`src/rtl/seq_divider.sv`:
```
`default_nettype none
// +----------------------------------------------------------------------------+
// | Module   : seq_divider                                                     |
// | Purpose  : Iterative radix-2 restoring divider, one quotient bit per cycle, |
// |            valid/ready in and out. SEQ_DIVIDER_SIGNED_EN adds op_signed.   |
// | Revision : 1.0 - initial release                                           |
// +----------------------------------------------------------------------------+
module seq_divider #(
    parameter int WIDTH = 64,
    parameter int CNT_W = $clog2(WIDTH + 1)
) (
    input  logic             clk,
    input  logic             rst,
`ifdef SEQ_DIVIDER_SIGNED_EN
    input  logic             op_signed,
`endif
    input  logic             in_valid,
    output logic             in_ready,
    input  logic [WIDTH-1:0] dividend,
    input  logic [WIDTH-1:0] divisor,
    output logic             out_valid,
    input  logic             out_ready,
    output logic [WIDTH-1:0] quotient,
    output logic [WIDTH-1:0] remainder,
    output logic             div_by_zero
);

    typedef enum logic [1:0] {
        S_IDLE = 2'd0,
        S_BUSY = 2'd1,
        S_DONE = 2'd2
    } state_t;

    localparam logic [CNT_W-1:0] c_last = CNT_W'(WIDTH - 1);

    state_t           r_state;
    logic [WIDTH-1:0] r_rem;
    logic [WIDTH-1:0] r_q;
    logic [WIDTH-1:0] r_dvs;
    logic [CNT_W-1:0] r_cnt;
    logic             r_neg_q;
    logic             r_neg_r;
    logic             r_in_ready;
    logic             r_out_valid;
    logic [WIDTH-1:0] r_quot;
    logic [WIDTH-1:0] r_remd;
    logic             r_dbz;

    logic             w_op_signed;
    logic [WIDTH-1:0] w_dvd_mag;
    logic [WIDTH-1:0] w_dvs_mag;
    logic [WIDTH:0]   w_trial;
    logic             w_qbit;
    logic [WIDTH-1:0] w_rem_next;
    logic [WIDTH-1:0] w_q_next;
    logic [WIDTH-1:0] w_quot_final;
    logic [WIDTH-1:0] w_rem_final;

`ifdef SEQ_DIVIDER_SIGNED_EN
    assign w_op_signed = op_signed;
`else
    assign w_op_signed = 1'b0;
`endif

    // Negating the most negative value yields 2^(WIDTH-1), the correct magnitude.
    assign w_dvd_mag = (w_op_signed && dividend[WIDTH-1]) ? -dividend : dividend;
    assign w_dvs_mag = (w_op_signed && divisor[WIDTH-1])  ? -divisor  : divisor;

    assign w_trial    = {r_rem, r_q[WIDTH-1]} - {1'b0, r_dvs};
    assign w_qbit     = ~w_trial[WIDTH];
    assign w_rem_next = w_qbit ? w_trial[WIDTH-1:0] : {r_rem[WIDTH-2:0], r_q[WIDTH-1]};
    assign w_q_next   = {r_q[WIDTH-2:0], w_qbit};

    assign w_quot_final = r_neg_q ? -w_q_next   : w_q_next;
    assign w_rem_final  = r_neg_r ? -w_rem_next : w_rem_next;

    always_ff @(posedge clk) begin
        if (rst) begin
            r_state     <= S_IDLE;
            r_in_ready  <= 1'b1;
            r_out_valid <= 1'b0;
            r_quot      <= '0;
            r_remd      <= '0;
            r_dbz       <= 1'b0;
            r_cnt       <= '0;
            r_rem       <= '0;
            r_q         <= '0;
            r_dvs       <= '0;
            r_neg_q     <= 1'b0;
            r_neg_r     <= 1'b0;
        end else begin
            case (r_state)
                S_IDLE: begin
                    if (in_valid) begin
                        r_in_ready <= 1'b0;
                        if (divisor == '0) begin
                            r_state     <= S_DONE;
                            r_out_valid <= 1'b1;
                            r_quot      <= '1;
                            r_remd      <= dividend;
                            r_dbz       <= 1'b1;
                        end else begin
                            r_state <= S_BUSY;
                            r_rem   <= '0;
                            r_q     <= w_dvd_mag;
                            r_dvs   <= w_dvs_mag;
                            r_cnt   <= '0;
                            r_neg_q <= w_op_signed & (dividend[WIDTH-1] ^ divisor[WIDTH-1]);
                            r_neg_r <= w_op_signed & dividend[WIDTH-1];
                        end
                    end
                end
                S_BUSY: begin
                    r_rem <= w_rem_next;
                    r_q   <= w_q_next;
                    r_cnt <= r_cnt + 1'b1;
                    // Signs are applied on the loading edge so latency matches unsigned.
                    if (r_cnt == c_last) begin
                        r_state     <= S_DONE;
                        r_out_valid <= 1'b1;
                        r_quot      <= w_quot_final;
                        r_remd      <= w_rem_final;
                        r_dbz       <= 1'b0;
                    end
                end
                S_DONE: begin
                    if (out_ready) begin
                        r_state     <= S_IDLE;
                        r_out_valid <= 1'b0;
                        r_in_ready  <= 1'b1;
                    end
                end
                default: begin
                    r_state     <= S_IDLE;
                    r_out_valid <= 1'b0;
                    r_in_ready  <= 1'b1;
                end
            endcase
        end
    end

    assign in_ready    = r_in_ready;
    assign out_valid   = r_out_valid;
    assign quotient    = r_quot;
    assign remainder   = r_remd;
    assign div_by_zero = r_dbz;

endmodule
`default_nettype wire
```
`config.mk`:
```
export PLATFORM = sky130hd
export DESIGN_NAME = seq_divider
export DESIGN_NICKNAME = d
export VERILOG_FILES = /design/src/rtl/seq_divider.sv
export SDC_FILE = /design/constraint.sdc
export NUM_CORES = 1
export LEC_CHECK = 0
export ABC_AREA = 1
export ABC_CLOCK_PERIOD_IN_PS = 2520
export CORE_ASPECT_RATIO = 0.9
export CORE_UTILIZATION = 35
export DETAILED_ROUTE_END_ITERATION = 16
export SLEW_MARGIN = 20
export SYNTH_ARGS = -nofsm -noshare
export SYNTH_HDL_FRONTEND = slang
export SYNTH_SLANG_ARGS = --single-unit
```
`constraint.sdc`:
```
create_clock -name clk -period 2.52 [get_ports clk]
set_input_delay 0.504 -clock clk [delete_from_list [all_inputs] [get_ports clk]]
set_output_delay 0.504 -clock clk [all_outputs]
set_load 0.01 [all_outputs]
```
Yosys cells after proc, flatten, opt, wreduce, memory -nomap -nowiden
Index checks and enable logic that the tools add are counted.

word-level totals
  bits in writable memories = 0
  input bits = 132
  logic and storage cells = 65
  bits in latches = 0
  memories kept = 0
  output and inout port bits = 131
  memory bits (read-only) = 0
  flip-flop bits (word level) = 332

operators by class
  divide/modulo/power cells = 0
  multipliers = 0
  order comparisons = 0
  shift operators = 0
  muxes and demuxes = 33
  reduce and logical (&&, ||, !) cells = 9
  eq/ne operators = 8
  $add $sub $neg = 2
  bitwise logic cells = 3

operators with widths
  kind                                                              count
  64-bit two-way mux                                                11
  64-bit one-hot mux with 2 select lines                            4
  65-bit by 64-bit subtractor with 65-bit output                    1
  64-bit logical NOT                                                1
  7-bit two-way mux                                                 2
  7-bit one-hot mux with 2 select lines                             1
  3-bit AND reduction                                               4
  2-bit inequality test (second input constant)                     5
  2-bit two-way mux                                                 4
  4-bit AND reduction                                               2
  7-bit by 1-bit adder with 7-bit output (second input constant)    1
  7-bit by 6-bit == test with 1-bit output (second input constant)  1
  1-bit two-way mux                                                 7
  1-bit one-hot mux with 3 select lines                             2
  2-bit one-hot mux with 3 select lines                             1
  1-bit inverter                                                    3
  2-bit by 1-bit == test with 1-bit output (second input constant)  1
  2-bit == test (second input constant)                             1
  2-bit logical NOT                                                 1
  1-bit one-hot mux with 2 select lines                             1
  2-bit nonzero test                                                1

Logic depth before layout (Yosys ltp)
Gate-level depths: netlist of the first run.

  word-level depth = 4
  mapped depth = 22
  depth with buffers taken out = 20

Worst setup path before layout of the first run
OpenSTA, ideal clock, no wires.

  path kind = register to register
  start = register r_q[63]
  end = register r_quot[0], in the netlist quotient[0]
  path slack = 0.131 ns
  cell stages (with the launch flop) = 22
  data arrival time = 2.280 ns
  library setup time = 0.109 ns
  buffers on the path = 2
  period minus slack after synthesis = 2.389 ns
  cell sequence = dfxtp_1 inv_1 ha_1 fa_1 inv_1 nand2_1 nand2_1 nand3_2 nand2_2 nand2_1 nand2_2 nand2_2 nand2_2 nand2_2 nand2_2 nand2_1 nand2_2 buf_6 buf_6 nand3_1 nand2_1 inv_1

between the ends
  longest elaborated chain between the ends = 4

ends and longest elaborated chain
  element                                         line  RTL
  start: declaration                              38    logic [WIDTH-1:0] r_q;
  start signal: assignment                        105   r_q <= w_dvd_mag;
  start signal: assignment                        115   r_q <= w_q_next;
  65-bit by 64-bit subtractor with 65-bit output  69    assign w_trial = {r_rem, r_q[WIDTH-1]} - {1'b0, r_dvs};
  1-bit inverter                                  70    assign w_qbit = ~w_trial[WIDTH];
  64-bit two-way mux                              118   if (r_cnt == c_last) begin
  64-bit one-hot mux with 2 select lines          92    case (r_state)
  end signal: assignment                          121   r_quot <= w_quot_final;
  end: declaration                                45    logic [WIDTH-1:0] r_quot;

No other way between the ends. The select of a mux whose other input is x is not followed.
A chain may end at the register's enable or synchronous reset.

Worst setup path in the final report of the first run
  start = register r_rem[44]
  end = register r_rem[21]

between the ends
  longest elaborated chain between the ends = 3

ends and longest elaborated chain
  element                                         line  RTL
  start: declaration                              37    logic [WIDTH-1:0] r_rem;
  start signal: assignment                        114   r_rem <= w_rem_next;
  65-bit by 64-bit subtractor with 65-bit output  69
  64-bit two-way mux                              71    assign w_rem_next = w_qbit ? w_trial[WIDTH-1:0] : {r_rem[WIDTH-2:0], r_q[WIDTH-1]};
  64-bit one-hot mux with 2 select lines          92

No other way between the ends.

==> results_tabular.tex, run 1 <==
\begin{tabular}{lr}
\hline
Metric & Value \\
\hline
\multicolumn{2}{l}{\textbf{Worst setup path}} \\
\quad Reg-to-Reg Start & r\_rem[44]\$\_SDFFE\_PP0P\_ \\
\quad End point of the critical path & r\_rem[21]\$\_SDFFE\_PP0P\_ \\
\quad Destination of the worst register-to-register timing path & r\_rem[21]\$\_SDFFE\_PP0P\_ \\
\quad Data required time at the worst endpoint & 3.03 ns \\
\quad Worst endpoint data arrival time & 3.12 ns \\
\quad Kind of end point of the critical path & register \\
\quad Logic depth of the worst register-to-register path & 17 \\
\quad Crit-path max FO & 7 \\
\quad Startpoint-to-endpoint class of the critical path & reg2reg \\
\quad Launching instance or port of the critical path & r\_rem[44]\$\_SDFFE\_PP0P\_ \\
\quad Element type at the critical path start & register \\
\quad FF-to-FF setup slack & -0.09 ns \\
\multicolumn{2}{l}{\textbf{Die}} \\
\quad Horizontal die dimension & 260 µm \\
\quad Core area & 0.0588 mm² \\
\quad Number of placed I/O pins & approximately 260 \\
\quad Die Area & slightly above 0.06 mm² \\
\quad Cell Rows & 84 \\
\quad Height of the die & between 200 and 250 µm \\
\quad Initial Utilization & 35.6\% \\
\multicolumn{2}{l}{\textbf{Finish}} \\
\quad Synth-to-layout area growth & 38.6\% \\
\quad Filler instances & roughly 6100 \\
\quad Share of cells above drive strength 1 & 16.0\% \\
\quad Final non-filler cell total & 4723 \\
\quad Net count, final & roughly 4100 \\
\quad Final core utilization & 49.3\% \\
\multicolumn{2}{l}{\textbf{Yosys}} \\
\quad Synthesized Nets & 3686 \\
\quad Fraction of synthesized cell area taken by the top area cell type & 31.8\% \\
\quad Number of instances in the synthesized netlist & 3488 \\
\quad Synth warnings & 0 \\
\quad Number of storage elements in the synthesis netlist & 332 \\
\quad Post-synthesis area per instance & between 5 and 6 µm² \\
\quad Biggest area consumer among synthesized cells & sky130\_fd\_sc\_hd\_\_dfxtp\_1 \\
\quad Proportion of synthesized chip area in sequential cells & between 30\% and 40\% \\
\quad Largest cells by area after synthesis & sky130\_fd\_sc\_hd\_\_dfxtp\_1 (32\%), sky130\_fd\_sc\_hd\_\_nand2\_1 (18\%), sky130\_fd\_sc\_hd\_\_inv\_1 (12\%), sky130\_fd\_sc\_hd\_\_nand3\_1 (6.5\%), sky130\_fd\_sc\_hd\_\_o21ai\_0 (6.2\%) \\
\quad Number of distinct library cells after synthesis & 34 \\
\quad Netlist Area Pre-Place & between 0.02 and 0.025 mm² \\
\multicolumn{2}{l}{\textbf{Routing}} \\
\quad Total wire length & $\sim$75 mm \\
\quad Routed Antenna Nets & 0 \\
\quad DR DRC count & 0 \\
\quad Average wire per cell in the routed design & 16.0 µm \\
\quad Detailed-router iteration count before antenna repair & 5 \\
\quad Via-to-Cell Ratio & 4.76 \\
\quad Total number of vias & 22500 \\
\quad Initial DRC Count & 1621 \\
\multicolumn{2}{l}{\textbf{Timing}} \\
\quad Slew at the pin closest to its max-slew limit & roughly 0.67 ns \\
\quad Final setup violating endpoints & 104 \\
\quad Clock Skews & around 0.011 ns \\
\quad RSZ-0062 raised after global routing & yes \\
\quad Clock period minus final worst setup slack & 2.61 ns \\
\quad Final hold vios & 0 \\
\quad Least setup slack across all paths after layout & -0.0938 ns \\
\quad Final hold slack & 0.460 ns \\
\quad Worst rel slew slack & 55.5\% \\
\quad Period Utilization, post-route & 104\% \\
\quad Setup\_tns & -3.80 ns \\
\quad Final number of max-transition violations & 0 \\
\quad Maximum clock frequency & 0.383 GHz \\
\multicolumn{2}{l}{\textbf{GRT}} \\
\quad Largest net degree at the start of global routing & 99 \\
\quad Initial antenna violation count & 2 \\
\quad Vias in the first global route & 20600 \\
\quad Global-route wire length before repair & approximately 110 mm \\
\quad Total global routing track utilization & about a quarter \\
\quad Overflow left after global routing & 0 \\
\multicolumn{2}{l}{\textbf{Clocking}} \\
\quad Number of hold-repair buffers added at the cts stage & 0 \\
\quad Number of H-tree levels & 2 \\
\quad Maximum root-to-sink buffer count & 3 \\
\quad Count of clock tree sinks & 332 \\
\quad TritonCTS clock tree & yes \\
\quad Reg clk slew, reported paths & 0.06 ns \\
\quad Num CTS Buffers & 38 \\
\quad Insertion delay of the later-clocked pin in the worst-skew pair & around 0.56 ns \\
\quad Master cell of the clock root buffer & sky130\_fd\_sc\_hd\_\_clkbuf\_16 \\
\multicolumn{2}{l}{\textbf{Power and ir drop}} \\
\quad Total power density per cell area & roughly 600 mW/mm² \\
\quad Pwr Total & 16.9 mW \\
\quad Max VDD drop & around 0.00049 V \\
\quad LEAKAGE & roughly 15 nW \\
\multicolumn{2}{l}{\textbf{Hold path}} \\
\quad Class of the worst hold path & reg2reg \\
\multicolumn{2}{l}{\textbf{Run status}} \\
\quad Violations in the final reports & setup timing \\
\quad Run status & finished, violations left \\
\multicolumn{2}{l}{\textbf{Placement}} \\
\quad I/O Buffers & 262 \\
\quad Number of placed instances, taps included & 4615 \\
\quad Placed wire-length estimate after detailed placement & $\sim$57 mm \\
\quad Gpl congestion & 0.996 \\
\multicolumn{2}{l}{\textbf{Flow run}} \\
\quad Max-cap violation count & 0 \\
\hline
\end{tabular}
metrics by stage:
step                      worst slack [ns]  instance area, µm²
final                              -0.0938               29000
after global routing                -0.224               29000
after CTS                          -0.0845               27900
after detailed placement            -0.629               25900
after global placement              -0.602               25900
after floorplan                      0.131               20900
cell usage after synthesis, drive strengths merged:
cell,number
nor4,19
clkbuf,106
nand3,312
nor3,21
or2,4
and2,2
fa,1
xor2,32
dfxtp,332
ha,65
a21oi,244
o21a,1
nand2,1008
nand4,16
o31ai,1
nor2,313
and3,3
nand3b,9
o21ai,260
nor3b,2
buf,44
inv,692
xnor2,1
power by group:
part / internal [mW] / switching (mW) / total, mW
Clock: 3.30 / 2.33 / 5.64
Sequential: 5.78 / 0.261 / 6.05
Combinational: 2.11 / 3.10 / 5.20
Total: 11.2 / 5.69 / 16.9
cells in the final DEF (no fill, tap or decap), types with 3 or more instances in the layout:
| cell type | count |
|---|---|
| sky130_fd_sc_hd__nand2_1 | 959 |
| sky130_fd_sc_hd__inv_1 | 666 |
| sky130_fd_sc_hd__dfxtp_1 | 315 |
| sky130_fd_sc_hd__nor2_1 | 293 |
| sky130_fd_sc_hd__clkdlybuf4s50_1 | 261 |
| sky130_fd_sc_hd__o21ai_0 | 260 |
| sky130_fd_sc_hd__buf_4 | 240 |
| sky130_fd_sc_hd__a21oi_1 | 237 |
| sky130_fd_sc_hd__nand3_1 | 179 |
| sky130_fd_sc_hd__nand3_2 | 116 |
| sky130_fd_sc_hd__clkbuf_16 | 46 |
| sky130_fd_sc_hd__ha_1 | 39 |
| sky130_fd_sc_hd__nand2_2 | 36 |
| sky130_fd_sc_hd__xor2_1 | 32 |
| sky130_fd_sc_hd__buf_12 | 25 |
| sky130_fd_sc_hd__ha_4 | 24 |
| sky130_fd_sc_hd__inv_2 | 23 |
| sky130_fd_sc_hd__nor3_1 | 18 |
| sky130_fd_sc_hd__nand3_4 | 17 |
| sky130_fd_sc_hd__dfxtp_2 | 17 |
| sky130_fd_sc_hd__nand4_1 | 16 |
| sky130_fd_sc_hd__nor4_1 | 14 |
| sky130_fd_sc_hd__nor2_2 | 13 |
| sky130_fd_sc_hd__nand2_4 | 12 |
| sky130_fd_sc_hd__nand3b_1 | 9 |
| sky130_fd_sc_hd__clkbuf_1 | 8 |
| sky130_fd_sc_hd__clkbuf_8 | 8 |
| sky130_fd_sc_hd__buf_16 | 8 |
| sky130_fd_sc_hd__nor2_4 | 7 |
| sky130_fd_sc_hd__a21oi_2 | 6 |
| sky130_fd_sc_hd__clkinv_2 | 5 |
| sky130_fd_sc_hd__nor4_2 | 4 |
| sky130_fd_sc_hd__nor3_2 | 3 |
| sky130_fd_sc_hd__or2_2 | 3 |
| sky130_fd_sc_hd__and3_1 | 3 |
registers in the layout (all words and copies together) (netlist names), 2 cells and up:
register	cells
quotient	64
r_cnt	7
r_dvs	64
r_q	64
r_rem	64
r_state	2
remainder	64
final cells by class:
type                            count  area, µm²  area share (%)
Timing Repair Buffer              542       5320            18.4
Clock inverter                     12        141           0.488
Antenna cell                        1       2.50         0.00864
Clock buffer                       55       1120            3.85
Multi-Input combinational cell   2315      12100            41.9
Inverter                          692       2600            8.99
Tap cell                          774        968            3.34
Sequential cell                   332       6670            23.0
logic make-up after synthesis:
| family | synth area share (%) |
|---|---|
| adders and majority gates | 3.99 |
| buffers and inverters | 15.8 |
| AOI/OAI and AO/OA | 12.2 |
| xor gates and xnor gates | 1.38 |
| DFF | 31.8 |
| and+or+nand+nor | 34.9 |
critical path, cell delays in order, from the launching register on:
cell and delay, ns:
sky130_fd_sc_hd__dfxtp_1 0.39, sky130_fd_sc_hd__ha_4 0.31, sky130_fd_sc_hd__nand2_2 0.07, sky130_fd_sc_hd__inv_2 0.06, sky130_fd_sc_hd__nand2_1 0.08, sky130_fd_sc_hd__nor2_4 0.14
sky130_fd_sc_hd__nand2_4 0.09, sky130_fd_sc_hd__nor4_4 0.34, sky130_fd_sc_hd__nand2_4 0.12, sky130_fd_sc_hd__nand2_4 0.11, sky130_fd_sc_hd__nand2_4 0.05, sky130_fd_sc_hd__nand2_4 0.10
sky130_fd_sc_hd__buf_12 0.19, sky130_fd_sc_hd__clkbuf_16 0.18, sky130_fd_sc_hd__nand3_2 0.10, sky130_fd_sc_hd__nand3_2 0.11, sky130_fd_sc_hd__nand2_1 0.05, sky130_fd_sc_hd__inv_1 0.05
how the worst min path moves through the flow:
stage,from,to,slack [ns],depth (start not counted)
detailed placement,r_q[33]$_SDFFE_PP0P_,r_q[33]$_SDFFE_PP0P_,0.45,2
CTS,r_q[55]$_SDFFE_PP0P_,r_q[55]$_SDFFE_PP0P_,0.46,2
global route,r_q[7]$_SDFFE_PP0P_,r_q[7]$_SDFFE_PP0P_,0.47,2
finish,r_dvs[8]$_SDFFE_PP0P_,r_dvs[8]$_SDFFE_PP0P_,0.46,2
floorplan,r_dvs[10]$_SDFFE_PP0P_,r_dvs[10]$_SDFFE_PP0P_,0.43,2
global placement,r_dvs[8]$_SDFFE_PP0P_,r_dvs[8]$_SDFFE_PP0P_,0.45,2
metal layers:
layer	vias up	track usage [%]	share of wire (%)
met4	0	7.32	2.8
li1	11600	-	-
met1	10200	33.7	48
met3	109	2.45	5.2
met5	-	0	0
met2	598	37.8	44
repair_timing:
| action | CTS | global route |
|---|---|---|
| setup endpoints to repair | 129 | 236 |
| gates cloned | 7 | 9 |
| pin swaps | 21 | 65 |
| setup buffers | 11 | 18 |
| gates resized for setup | 98 | 154 |
No activity file was read; power rests on OpenSTA's default activity.
==> run 2, diff against run 1 <==
Settings changed: CAP_MARGIN set to 15, SLEW_MARGIN 20 to not set, TNS_END_PERCENT set to 30.
==> results_tabular.tex, run 2 (same netlist as run 1, synthesis figures left out) <==
\begin{tabular}{lr}
\hline
Metric & Value \\
\hline
\multicolumn{2}{l}{\textbf{Run status}} \\
\quad Run status & finished, violations left \\
\quad Violations in the final reports & setup timing \\
\multicolumn{2}{l}{\textbf{Routing}} \\
\quad Total number of vias & 22400 (-0.57\%) \\
\quad Detailed-router iteration count before antenna repair & 5 (unchanged) \\
\quad Via-to-Cell Ratio & 4.73 (-0.66\%) \\
\quad Initial DRC Count & 1643 (+1.4\%) \\
\quad Routed Antenna Nets & 0 (unchanged) \\
\quad Average wire per cell in the routed design & 15.9 µm (-0.53\%) \\
\quad Total wire length & 75.0 mm (-0.45\%) \\
\quad DR DRC count & 0 (unchanged) \\
\multicolumn{2}{l}{\textbf{Hold path}} \\
\quad Class of the worst hold path & in2reg \\
\multicolumn{2}{l}{\textbf{Timing}} \\
\quad Worst rel slew slack & 56.7\% (+1.2 points) \\
\quad Clock period minus final worst setup slack & 2.58 ns (-0.0292 ns) \\
\quad Clock Skews & 0.00939 ns (-0.00123 ns) \\
\quad Final hold vios & 0 (unchanged) \\
\quad Final number of max-transition violations & 0 (unchanged) \\
\quad Least setup slack across all paths after layout & -0.0646 ns (+0.0292 ns) \\
\quad Final setup violating endpoints & 79 (-24\%) \\
\quad Period Utilization, post-route & 103\% (-1.2 points) \\
\quad RSZ-0062 raised after global routing & yes \\
\quad Maximum clock frequency & 0.387 GHz (+1.1\%) \\
\quad Slew at the pin closest to its max-slew limit & 0.649 ns (-0.0186 ns) \\
\multicolumn{2}{l}{\textbf{Finish}} \\
\quad Commonest cells after routing, fill and taps aside & sky130\_fd\_sc\_hd\_\_nand2\_1 (953), sky130\_fd\_sc\_hd\_\_inv\_1 (677), sky130\_fd\_sc\_hd\_\_dfxtp\_1 (316), sky130\_fd\_sc\_hd\_\_nor2\_1 (291), sky130\_fd\_sc\_hd\_\_clkdlybuf4s50\_1 (261) \\
\quad Post-route cell area & 0.0290 mm² (+0.28\%) \\
\quad Net count, final & 4123 (+0.097\%) \\
\quad Synth-to-layout area growth & 38.9\% \\
\quad Share of cells above drive strength 1 & 15.8\% (-0.22 points) \\
\quad Most frequent standard cell in the layout excluding fill and tap cells & sky130\_fd\_sc\_hd\_\_nand2\_1 \\
\multicolumn{2}{l}{\textbf{Power and ir drop}} \\
\quad LEAKAGE & 14.8 nW (-0.22\%) \\
\quad Total power density per cell area & 581 mW/mm² (-0.38\%) \\
\quad Pwr Total & 16.9 mW (-0.10\%) \\
\quad Max VDD drop & 0.000489 V (-0.56\%) \\
\multicolumn{2}{l}{\textbf{Worst setup path}} \\
\quad Cells along the critical path & inv\_2 -> ha\_4 -> fa\_2 -> inv\_2 -> nand2\_2 -> nand2\_2 -> nand3\_2 -> nand2\_2 -> nand2\_2 -> nand2\_2 -> nand2\_2 -> nand2\_2 -> nand2\_4 -> nand3\_2 -> nand2\_8 -> buf\_12 -> buf\_12 -> buf\_12 -> nand3\_1 -> nand3\_1 -> nand2\_1 -> inv\_1 \\
\quad Worst endpoint data arrival time & 3.05 ns (-0.07 ns) \\
\quad Category of cells accounting for the largest share of critical-path delay & simple AND/OR/NAND/NOR gates \\
\quad CP max stage delay & 0.38 ns (about the same) \\
\quad Element type at the critical path start & register \\
\quad Crit-path max FO & 5 (-2) \\
\quad Kind of end point of the critical path & register \\
\quad Slowest stage cell, crit path & sky130\_fd\_sc\_hd\_\_fa\_2 \\
\quad Crit path buf inv count & 6 (+2) \\
\quad Data required time at the worst endpoint & 2.98 ns (-0.05 ns) \\
\quad CP most frequent cell & sky130\_fd\_sc\_hd\_\_nand2\_2 \\
\quad Startpoint-to-endpoint class of the critical path & reg2reg \\
\multicolumn{2}{l}{\textbf{Flow run}} \\
\quad Max-cap violation count & 0 (unchanged) \\
\multicolumn{2}{l}{\textbf{Die}} \\
\quad Initial Utilization & 35.6\% (unchanged) \\
\quad Horizontal die dimension & 260 µm (unchanged) \\
\quad Die Area & 0.0607 mm² (unchanged) \\
\quad Height of the die & 234 µm (unchanged) \\
\quad Number of placed I/O pins & 263 (unchanged) \\
\quad Cell Rows & 84 (unchanged) \\
\quad Core area & 0.0588 mm² (unchanged) \\
\multicolumn{2}{l}{\textbf{GRT}} \\
\quad Highest-utilization routing layer at the global route stage & met2 \\
\quad Total global routing track utilization & 23.6\% (-0.19 points) \\
\quad Initial antenna violation count & 4 (+2) \\
\quad Largest net degree at the start of global routing & 99 (unchanged) \\
\quad Global-route wire length before repair & 112 mm (-0.71\%) \\
\quad Met2 track demand over resource in global routing & 37.5\% (-0.28 points) \\
\quad Met1 usage in global routing & 33.5\% (-0.17 points) \\
\quad Met3 usage in global routing & 2.44\% (-0.011 points) \\
\quad Vias in the first global route & 20500 (-0.60\%) \\
\quad Overflow left after global routing & 0 (unchanged) \\
\multicolumn{2}{l}{\textbf{Clocking}} \\
\quad TritonCTS clock tree & yes \\
\quad Maximum root-to-sink buffer count & 3 (unchanged) \\
\quad Insertion delay of the later-clocked pin in the worst-skew pair & 0.56 ns (about the same) \\
\quad Num CTS Buffers & 38 (unchanged) \\
\quad Number of H-tree levels & 2 (unchanged) \\
\quad Master cell of the clock root buffer & sky130\_fd\_sc\_hd\_\_clkbuf\_16 \\
\quad Reg clk slew, reported paths & 0.06 ns (about the same) \\
\quad Count of clock tree sinks & 332 (unchanged) \\
\quad Number of hold-repair buffers added at the cts stage & 0 (unchanged) \\
\multicolumn{2}{l}{\textbf{Placement}} \\
\quad I/O Buffers & 262 (unchanged) \\
\quad Gpl congestion & 0.996 (unchanged) \\
\quad Post-place instance area & 0.0259 mm² (unchanged) \\
\quad Placed wire-length estimate after detailed placement & 56.8 mm (unchanged) \\
\hline
\end{tabular}
-- run 2: cell types whose count changed in the layout (fill, tap and decap cells not counted), moves of 3 or more --
cell / previous run / this run
sky130_fd_sc_hd__inv_2: 23 / 12
sky130_fd_sc_hd__nand2_1: 959 / 953
sky130_fd_sc_hd__nor4_1: 14 / 17
sky130_fd_sc_hd__buf_12: 25 / 33
sky130_fd_sc_hd__buf_4: 240 / 237
sky130_fd_sc_hd__nor4_2: 4 / 1
sky130_fd_sc_hd__nand2_2: 36 / 43
sky130_fd_sc_hd__ha_4: 24 / 30
sky130_fd_sc_hd__buf_6: 1 / 4
sky130_fd_sc_hd__inv_1: 666 / 677
sky130_fd_sc_hd__ha_1: 39 / 32
sky130_fd_sc_hd__nand3_1: 179 / 190
sky130_fd_sc_hd__nand3_2: 116 / 107
-- run 2: worst register-to-register path: stages (launching register included) --
cell and delay [ns]:
sky130_fd_sc_hd__dfxtp_2 0.33, sky130_fd_sc_hd__inv_2 0.05, sky130_fd_sc_hd__ha_4 0.15, sky130_fd_sc_hd__fa_2 0.38
sky130_fd_sc_hd__inv_2 0.07, sky130_fd_sc_hd__nand2_2 0.04, sky130_fd_sc_hd__nand2_2 0.08, sky130_fd_sc_hd__nand3_2 0.07
sky130_fd_sc_hd__nand2_2 0.08, sky130_fd_sc_hd__nand2_2 0.05, sky130_fd_sc_hd__nand2_2 0.07, sky130_fd_sc_hd__nand2_2 0.05
sky130_fd_sc_hd__nand2_2 0.09, sky130_fd_sc_hd__nand2_4 0.08, sky130_fd_sc_hd__nand3_2 0.12, sky130_fd_sc_hd__nand2_8 0.09
sky130_fd_sc_hd__buf_12 0.13, sky130_fd_sc_hd__buf_12 0.13, sky130_fd_sc_hd__buf_12 0.14, sky130_fd_sc_hd__nand3_1 0.09
sky130_fd_sc_hd__nand3_1 0.09, sky130_fd_sc_hd__nand2_1 0.06, sky130_fd_sc_hd__inv_1 0.03
-- run 2: worst paths after layout --
check / start / endpoint / slack (ns) / depth (start not counted)
setup / recovery: r_q[63]$_SDFFE_PP0P_ / remainder[10]$_SDFFE_PP0P_ / -0.06 / 22
hold / removal: rst / quotient[54]$_SDFFE_PP0P_ / 0.45 / 3
setup reg to reg: r_q[63]$_SDFFE_PP0P_ / remainder[10]$_SDFFE_PP0P_ / -0.06 / 22
hold reg to reg: r_dvs[11]$_SDFFE_PP0P_ / r_dvs[11]$_SDFFE_PP0P_ / 0.46 / 2
-- run 2: repair_timing --
action | 4_1_cts | 5_1_grt
pin swaps | 13 | 40
cloned | 5 | 7
endpoints found under the setup margin | 129 | 236
gates resized for setup | 54 | 189
setup buffers | 9 | 23
-- run 2: final cells by class --
class                           count  area, µm²
Timing Repair Buffer              547       5420
Sequential cell                   332       6670
Multi-Input combinational cell   2314      12100
Clock buffer                       55       1120
Clock inverter                     12        141
Inverter                          692       2600
Antenna cell                        1       2.50
Tap cell                          774        968
Fill cell                        6093      29700
-- run 2: metrics by stage --
step / cells / setup WS [ns] / TNS, ns / hold WS [ns] / utilization, %
detailed placement: 4615 / -0.629 / -149.49 / 0.452 / 44.2
floorplan: 3488 / 0.131 / 0 / 0.433 / -
CTS: 4696 / -0.0659 / -3.97 / 0.461 / 47.1
global route: 4726 / -0.253 / -23.22 / 0.474 / 49.4
global placement: 4615 / -0.602 / -140.46 / 0.447 / 44.2
finish: 4727 / -0.0646 / -2.10 / 0.450 / 49.4
-- run 2: power breakdown --
group | switching [mW] | total, mW | internal [mW]
Sequential | 0.259 | 6.04 | 5.78
Clock | 2.32 | 5.62 | 3.30
Combinational | 3.10 | 5.20 | 2.10
-- run 2: per-layer routing --
metal  share of wire (%)  wire (µm)
met1                  48      35900
met2                  44      32900
met3                 5.5       4160
met4                 2.8       2100
met5                   0          0
